[src/rtl/conway_view_scanner.sv]
// Snapshots an 8x8 toroidal window of the life grid once per frame and row-scans it to a LED matrix.
// Optional blinking pattern overlay is enabled by defining CURSOR_OVERLAY_EN.
module conway_view_scanner #(
   parameter int unsigned MAX_X     = 32,
   parameter int unsigned MAX_Y     = 32,
   parameter int unsigned ROW_HOLD  = 1000,
   parameter int unsigned BLANK_CYC = 16,
   parameter int unsigned BLINK_FR  = 32
) (
   input  logic                   clk_i,
   input  logic                   rst_i,
   input  logic                   scan_en_i,
   input  logic [MAX_X*MAX_Y-1:0] state_i,
   input  logic [7:0]             cursor_x_i,
   input  logic [7:0]             cursor_y_i,
   input  logic [63:0]            pattern_mat_i,
   output logic [7:0]             row_sel_o,
   output logic [7:0]             col_data_o,
   output logic                   frame_done_o,
   output logic                   busy_o
);

   localparam int unsigned Cells = MAX_X * MAX_Y;
   localparam int unsigned IdxW  = $clog2(Cells);
   localparam int unsigned MaxPh = (ROW_HOLD > BLANK_CYC) ? ROW_HOLD : BLANK_CYC;
   localparam int unsigned CntW  = (MaxPh > 1) ? $clog2(MaxPh) : 1;

   typedef enum logic [1:0] {StIdle, StLatch, StBlank, StDrive} state_e;

   state_e          st_q, st_d;
   logic [2:0]      row_q, row_d;
   logic [CntW-1:0] cnt_q, cnt_d;
   logic            stop_q, stop_d;
   logic [7:0]      x0_q, x0_d;
   logic [7:0]      ry_q, ry_d;
   logic [7:0]      fbuf_q [8];
   logic [7:0]      row_sel_q, row_sel_d;
   logic [7:0]      col_q, col_d;
   logic            fd_q, fd_d;
   logic            enter_latch;
   logic            copy_en;
   logic [7:0]      snap_row;
   logic [7:0]      drive_bits;

   // Increment with wrap; operand is always below lim, so one subtraction suffices.
   function automatic logic [7:0] wrap_inc(input logic [7:0] v, input int unsigned lim);
      logic [8:0] n;
      n = {1'b0, v} + 9'd1;
      if (n >= 9'(lim)) n = n - 9'(lim);
      return n[7:0];
   endfunction

   always_comb begin
      logic [7:0]      c;
      logic [IdxW-1:0] idx;
      snap_row = 8'd0;
      c        = x0_q;
      for (int dx = 0; dx < 8; dx++) begin
         idx          = IdxW'({24'd0, ry_q} * MAX_X + {24'd0, c});
         snap_row[dx] = state_i[idx];
         c            = wrap_inc(c, MAX_X);
      end
   end

   always_comb begin
      st_d        = st_q;
      row_d       = row_q;
      cnt_d       = cnt_q;
      stop_d      = stop_q;
      fd_d        = 1'b0;
      x0_d        = x0_q;
      ry_d        = ry_q;
      copy_en     = 1'b0;
      enter_latch = 1'b0;
      unique case (st_q)
         StIdle: begin
            stop_d = 1'b0;
            if (scan_en_i) enter_latch = 1'b1;
         end
         StLatch: begin
            copy_en = 1'b1;
            ry_d    = wrap_inc(ry_q, MAX_Y);
            if (row_q == 3'd7) begin
               st_d  = StBlank;
               row_d = 3'd0;
               cnt_d = '0;
            end else begin
               row_d = row_q + 3'd1;
            end
         end
         StBlank: begin
            stop_d = stop_q | ~scan_en_i;
            if (cnt_q == CntW'(BLANK_CYC - 1)) begin
               cnt_d = '0;
               st_d  = stop_d ? StIdle : StDrive;
            end else begin
               cnt_d = cnt_q + 1'b1;
            end
         end
         StDrive: begin
            stop_d = stop_q | ~scan_en_i;
            if (cnt_q == CntW'(ROW_HOLD - 1)) begin
               cnt_d = '0;
               if (row_q == 3'd7) begin
                  fd_d = 1'b1;
                  if (stop_d) st_d = StIdle;
                  else        enter_latch = 1'b1;
               end else if (stop_d) begin
                  st_d = StIdle;
               end else begin
                  st_d  = StBlank;
                  row_d = row_q + 3'd1;
               end
            end else begin
               cnt_d = cnt_q + 1'b1;
            end
         end
         default: st_d = StIdle;
      endcase
      if (enter_latch) begin
         st_d   = StLatch;
         row_d  = 3'd0;
         cnt_d  = '0;
         stop_d = 1'b0;
         x0_d   = (cursor_x_i >= 8'(MAX_X)) ? 8'd0 : cursor_x_i;
         ry_d   = (cursor_y_i >= 8'(MAX_Y)) ? 8'd0 : cursor_y_i;
      end
   end

`ifdef CURSOR_OVERLAY_EN
   localparam int unsigned BlkW = (BLINK_FR > 1) ? $clog2(BLINK_FR) : 1;

   logic [BlkW-1:0] blk_cnt_q;
   logic            blink_q;

   always_ff @(posedge clk_i) begin
      if (rst_i) begin
         blk_cnt_q <= '0;
         blink_q   <= 1'b0;
      end else if (fd_d) begin
         if (blk_cnt_q == BlkW'(BLINK_FR - 1)) begin
            blk_cnt_q <= '0;
            blink_q   <= ~blink_q;
         end else begin
            blk_cnt_q <= blk_cnt_q + 1'b1;
         end
      end
   end

   assign drive_bits = fbuf_q[row_d] | (blink_q ? pattern_mat_i[{row_d, 3'b000} +: 8] : 8'd0);
`else
   localparam int unsigned UnusedBlinkFr = BLINK_FR;
   logic unused_pattern;
   assign unused_pattern = ^pattern_mat_i;
   assign drive_bits     = fbuf_q[row_d];
`endif

   // Outputs only move when a DRIVE phase starts or ends.
   always_comb begin
      row_sel_d = row_sel_q;
      col_d     = col_q;
      if (st_d != StDrive) begin
         row_sel_d = 8'd0;
         col_d     = 8'd0;
      end else if (st_q != StDrive) begin
         row_sel_d = 8'd1 << row_d;
         col_d     = drive_bits;
      end
   end

   always_ff @(posedge clk_i) begin
      if (rst_i) begin
         st_q      <= StIdle;
         row_q     <= 3'd0;
         cnt_q     <= '0;
         stop_q    <= 1'b0;
         x0_q      <= 8'd0;
         ry_q      <= 8'd0;
         row_sel_q <= 8'd0;
         col_q     <= 8'd0;
         fd_q      <= 1'b0;
         for (int i = 0; i < 8; i++) fbuf_q[i] <= 8'd0;
      end else begin
         st_q      <= st_d;
         row_q     <= row_d;
         cnt_q     <= cnt_d;
         stop_q    <= stop_d;
         x0_q      <= x0_d;
         ry_q      <= ry_d;
         row_sel_q <= row_sel_d;
         col_q     <= col_d;
         fd_q      <= fd_d;
         if (copy_en) fbuf_q[row_q] <= snap_row;
      end
   end

   assign row_sel_o    = row_sel_q;
   assign col_data_o   = col_q;
   assign frame_done_o = fd_q;
   assign busy_o       = (st_q != StIdle);

endmodule
[config.mk]
export PLATFORM = sky130hd
export DESIGN_NAME = conway_view_scanner
export DESIGN_NICKNAME = d
export VERILOG_FILES = /design/src/rtl/conway_view_scanner.sv
export SDC_FILE = /design/constraint.sdc
export NUM_CORES = 2
export LEC_CHECK = 0
export CAP_MARGIN = 20
export CELL_PAD_IN_SITES_DETAIL_PLACEMENT = 1
export CELL_PAD_IN_SITES_GLOBAL_PLACEMENT = 2
export CORE_AREA = 8 8 429 431
export DETAILED_ROUTE_END_ITERATION = 10
export DIE_AREA = 0 0 437 439
export PLACE_DENSITY = 0.87
export SYNTH_ARGS = -nofsm -noshare
export SYNTH_HDL_FRONTEND = slang
export SYNTH_SLANG_ARGS = --single-unit
[constraint.sdc]
create_clock -name clk_i -period 16.5 [get_ports clk_i]
set_input_delay 3.3 -clock clk_i [delete_from_list [all_inputs] [get_ports clk_i]]
set_output_delay 3.3 -clock clk_i [all_outputs]
set_load 0.03 [all_outputs]
# Yosys cells after proc, flatten, opt, wreduce, memory -nomap -nowiden
# Memories as Yosys holds them, arrays and structs flattened. A register that Yosys moved wholly into a read port is not among the register bits.
# Index checks and enable logic that the tools add are counted.
[totals]
memories = 1
ramBits = 64
wordCells = 141
reg_bits = 41
output_inout_bits = 18
in_bits = 1107
[classes]
n_bitwise = 4
n_lt_le_gt_ge = 18
n_mux = 63
reduce_logical = 11
n_addsub = 26
shifts = 1
n_eq_ne = 9
[memory_table]
columns = ["name", "depth", "width", "rd", "rd_ports_with_merged_regs", "wr", "line", "rtl"]
rows = [
  ["fbuf_q", 8, 8, 1, 1, 8, "36", "logic [7:0] fbuf_q [8];"],
]
[op_table]
columns = ["operator", "count"]
rows = [
  ["8-bit two-way mux", 13],
  ["10-bit by 11-bit < comparator with 1-bit output, second input constant", 8],
  ["10-bit by 8-bit adder with 10-bit output", 8],
  ["1-bit binary-select mux with 10-bit select", 8],
  ["8-bit by 1-bit adder with 9-bit output, second input constant", 8],
  ["9-bit by 6-bit >= comparator with 1-bit output, second input constant", 8],
  ["8-bit by 6-bit subtractor with 8-bit output, second input constant", 8],
  ["10-bit two-way mux", 3],
  ["10-bit one-hot mux with 3 select lines", 1],
  ["1-bit two-way mux", 20],
  ["3-bit two-way mux", 6],
  ["8-bit by 6-bit >= comparator with 1-bit output, second input constant", 2],
  ["2-bit two-way mux", 8],
  ["10-bit by 1-bit adder with 10-bit output, second input constant", 1],
  ["10-bit equality test, second input constant", 1],
  ["10-bit by 4-bit equality test with 1-bit output, second input constant", 1],
  ["8-bit OR reduction", 1],
  ["1-bit by 3-bit << shifter with 8-bit output, first input constant", 1],
  ["2-bit != test, second input constant", 3],
  ["2-bit one-hot mux with 3 select lines", 1],
  ["3-bit one-hot mux with 2 select lines", 1],
  ["2-bit nonzero test", 3],
  ["2-bit OR reduction", 3],
  ["2-bit equality test, second input constant", 2],
  ["other kinds (10)", 13],
]

# Depth between registers and ports, before layout
[logic_depth]
ltp_word = 25
ltp_mapped = 62

# Least setup slack after synthesis
# OpenSTA, ideal clock, no wires.
[synth_path]
path_type = "reg2reg"
start = "register x0_q[1]"
end = "memory fbuf_q[5][7] (data pin)"
arrival_time_ns = 12.357
slack_ns = 3.878
path_stages_with_launch = 60
path_buffers = 10
path_cell_list = "dfxtp_1 buf_6 buf_1 buf_1 clkbuf_1 inv_2 buf_1 ha_1 clkbuf_1 nand2b_1 nor3_1 nand2_1 o211a_1 nor2_4 inv_2 ha_1 clkbuf_1 a21boi_0 [... 24 more ...] ha_1 inv_1 a31oi_1 nand3_1 o221a_2 nand3_1 inv_1 ha_1 nand4_1 o21ai_1 ha_1 buf_1 clkbuf_1 mux4_2 mux4_2 mux2_2 o21ai_2 nor2_1"
[synth_lines]
columns = ["element", "line", "rtl"]
rows = [
  ["start: declaration", "34", "logic [7:0] x0_q, x0_d;"],
  ["start signal: assignment", "177", "x0_q <= 8'd0;"],
  ["start signal: assignment", "188", "x0_q <= x0_d;"],
  ["end: declaration", "36", ""],
]

==> impl_metrics.yaml <==
clock_network:
  worstSkewPairLatency_ps: 360
  cts.clk_slew.worst_paths_ps: 80
  cts_sinks: 110
  cts_htree_levels: 3
  cts_buffers: 9
  cts_tree: "yes"
  cts_setup_buffers: 0
  cts-root-buf: "clkbuf_16"
  ctsHoldBuffers: 0
  cts_resized: 0
  clockBufferDepth: 2
worst_setup_path:
  worst_ep_arrival_time_ps: 15370
  critPathRequiredTime_ps: 16600
  cp_slowest_cell: "ha_4"
  cp-start-kind: "register"
  max_stage_delay_ps: 940
  critPathKind: "reg2reg"
  worstPathMaxFanout: 122
  critPathCaptureType: "register"
finish:
  ff_latch_area_um2: 2860
  num-fill-cells: 20500
  multi_input_area_um2: 49500
  area_growth_pct: 23.6
  layout.nets: 7880
  drive_gt1_frac: 0.224
synth:
  synthFlopType: "edfxtp_1"
  synth_edf_count: 64
  netlist_top_cells_count: "mux4_2, mux2i_1, nor2_1"
  ys_async_sr_fraction: 0
  synth_warnings: 0
  netlist.area_leader.share: 0.337
  yosys.area.top_type: "mux4_2"
  synth_cell_type_count: 108
  synth.most_common_cell: "mux4_2"
  netlist_instances: 6176
  syn_area_um2: 54800
  ys_seq_elements: 110
  syn_avg_cell_area_um2: 8.87
  syn-num-nets: 7340
  yosysSeqAreaShare: 0.0519
  yosys-top-cells-area: "mux4_2, mux2i_1, mux2_2"
routing:
  ant_nets: 0
  drc: 0
  first_pass_iters: 5
  vias_per_cell: 6.68
  routed_wl_um: 332000
  drtIter0Drc: 7213
  wire_per_inst_um: 36.3
  dr_total_vias: 61100
floorplanning:
  die_w_um: 437
  dieArea_um2: 192000
  die_h_um: 439
  initial_core_util: 0.309
  pin_count: 1125
  fp.coreArea_um2: 177000
  fp-row-count: 155
timing:
  relSlewSlack: 0.222
  clock.fmax_ghz: 0.0655
  finalSetupTns_ps: 0
  setup_slack_ps: 1230
  hold_viol: 0
  period_needed_ps: 15270
  min_period_over_period: 0.926
  rsz0062_at_grt: "false"
  clock_skew_ps: 7.50
  setup_viol_count_final: 0
  drv_slew: 0
  tightest_slew_ps: 1170
place:
  portBuffers: 1060
  gp_congestion: 0.975
  pre_cts_ws_ps: 1540
  dp_hpwl_um: 259000
run:
  cap_violations: 0
global_routing:
  grt_pass1_wl_um: 460000
  track_usage: 0.324
  antenna_found_initial: 121
  overflow: 0
  grt_pass1_vias: 61500
  grt_max_degree: 210
power_and_ir_drop:
  ir_drop_uv: 40.2
  powerDensity_nw_per_um2: 36.4
  leakagePower_nw: 21.7
min_path:
  min_path_type: "reg2reg"
run_status:
  outcome: "complete, no violations"
## worst paths after layout
check,startpoint,endpoint,slack [ps],cells after the start
worst max-delay path,x0_q[0],fbuf_q[7][7],1230,50
worst min-delay path,row_sel_o[7],row_sel_o[7],500,2
worst max register to register,x0_q[0],fbuf_q[7][7],1230,50
worst min register to register,row_sel_o[7],row_sel_o[7],500,2
## placed cells by master (no fill, tap or decap), drive strengths merged, types with 7 or more instances in the layout
cell type	synthesis	final
a211oi	52	52
or3	7	7
and3	20	20
edfxtp	64	64
fa	8	8
dfxtp	46	46
a21o	14	14
xor2	24	24
inv	84	87
a31oi	18	18
or2	7	7
o311ai	61	61
o211ai	137	137
and2	69	69
o22ai	17	17
nor3	190	190
diode	0	74
ha	49	49
a311oi	10	10
nand2b	76	76
nand4	25	25
nor2b	121	121
o21a	61	61
buf	206	110
a21oi	400	400
mux2	449	449
o221ai	13	13
o21ai	426	426
o31ai	67	67
nand2	558	558
nand3	41	41
a221oi	8	8
xnor2	49	49
clkdlybuf4s50	0	1060
mux4	821	821
mux2i	742	742
clkbuf	435	10
nor2	714	714
## kinds of logic after synthesis
logic type | count (synthesis) | share of synthesized area
buf+inv | 726 | 0.0515
mux | 2012 | 0.565
compound gates | 1335 | 0.151
simple gates | 1861 | 0.153
flops | 110 | 0.0519
xor+xnor | 75 | 0.0136
fa+ha+maj | 57 | 0.0141
## per-stage QoR
| stage | hold WS, ps | std cells | area [um^2] | power [mW] | utilization |
|---|---|---|---|---|---|
| finish | 496 | 9150 | 67700 | 2.46 | 0.382 |
| global route | 541 | 9130 | 67700 | 2.52 | 0.382 |
| CTS | 502 | 9071 | 67500 | 2.41 | 0.381 |
| detailed placement | 481 | 9055 | 67200 | 2.18 | 0.379 |
| global placement | 470 | 9054 | 67200 | 2.14 | 0.379 |
| floorplan | 479 | 6176 | 54800 | 1.28 | - |
## report_power, final
group	leakage (nW)	total, mW	internal (mW)	switching, mW
Clock	0.151	0.223	0.114	0.108
Combinational	20.5	1.94	0.864	1.07
Sequential	1.04	0.304	0.297	0.00691
Total	21.7	2.46	1.28	1.19
## state kept, by name, summed over array words and instances, names as in the netlist
signal,flops
fbuf_q,64
cnt_q,10
col_data_o,8
row_sel_o,8
x0_q,8
ry_q,5
row_q,3
st_q,2
frame_done_o,1
stop_q,1
## worst max-delay path: cells and delay by family (launching register included)
kind                     cells  cell delay (ps)
flip-flops                   1              870
AND/OR/NAND/NOR             17             4020
AO/OA/AOI/OAI               10             2980
adder cells (fa/ha/maj)      9             3290
multiplexers                 3             1420
XOR/XNOR                     1              910
buffers and inverters       10             1370
## metal layers
layer	vias up	GRT usage	share of wire
met3	1110	0.0885	0.098
met4	56	0.209	0.079
li1	25200	-	-
met2	3857	0.515	0.45
met5	-	0	0.0012
met1	30900	0.387	0.37
## layout make-up
class,count,share of cell area
Antenna cell,74,0.00273
Clock buffer,10,0.00369
Clock inverter,6,0.000720
Inverter,85,0.00506
Multi-Input combinational cell,5340,0.731
Sequential cell,110,0.0422
Tap cell,2355,0.0435
Timing Repair Buffer,1170,0.171
(Power assumes the default switching activity.)
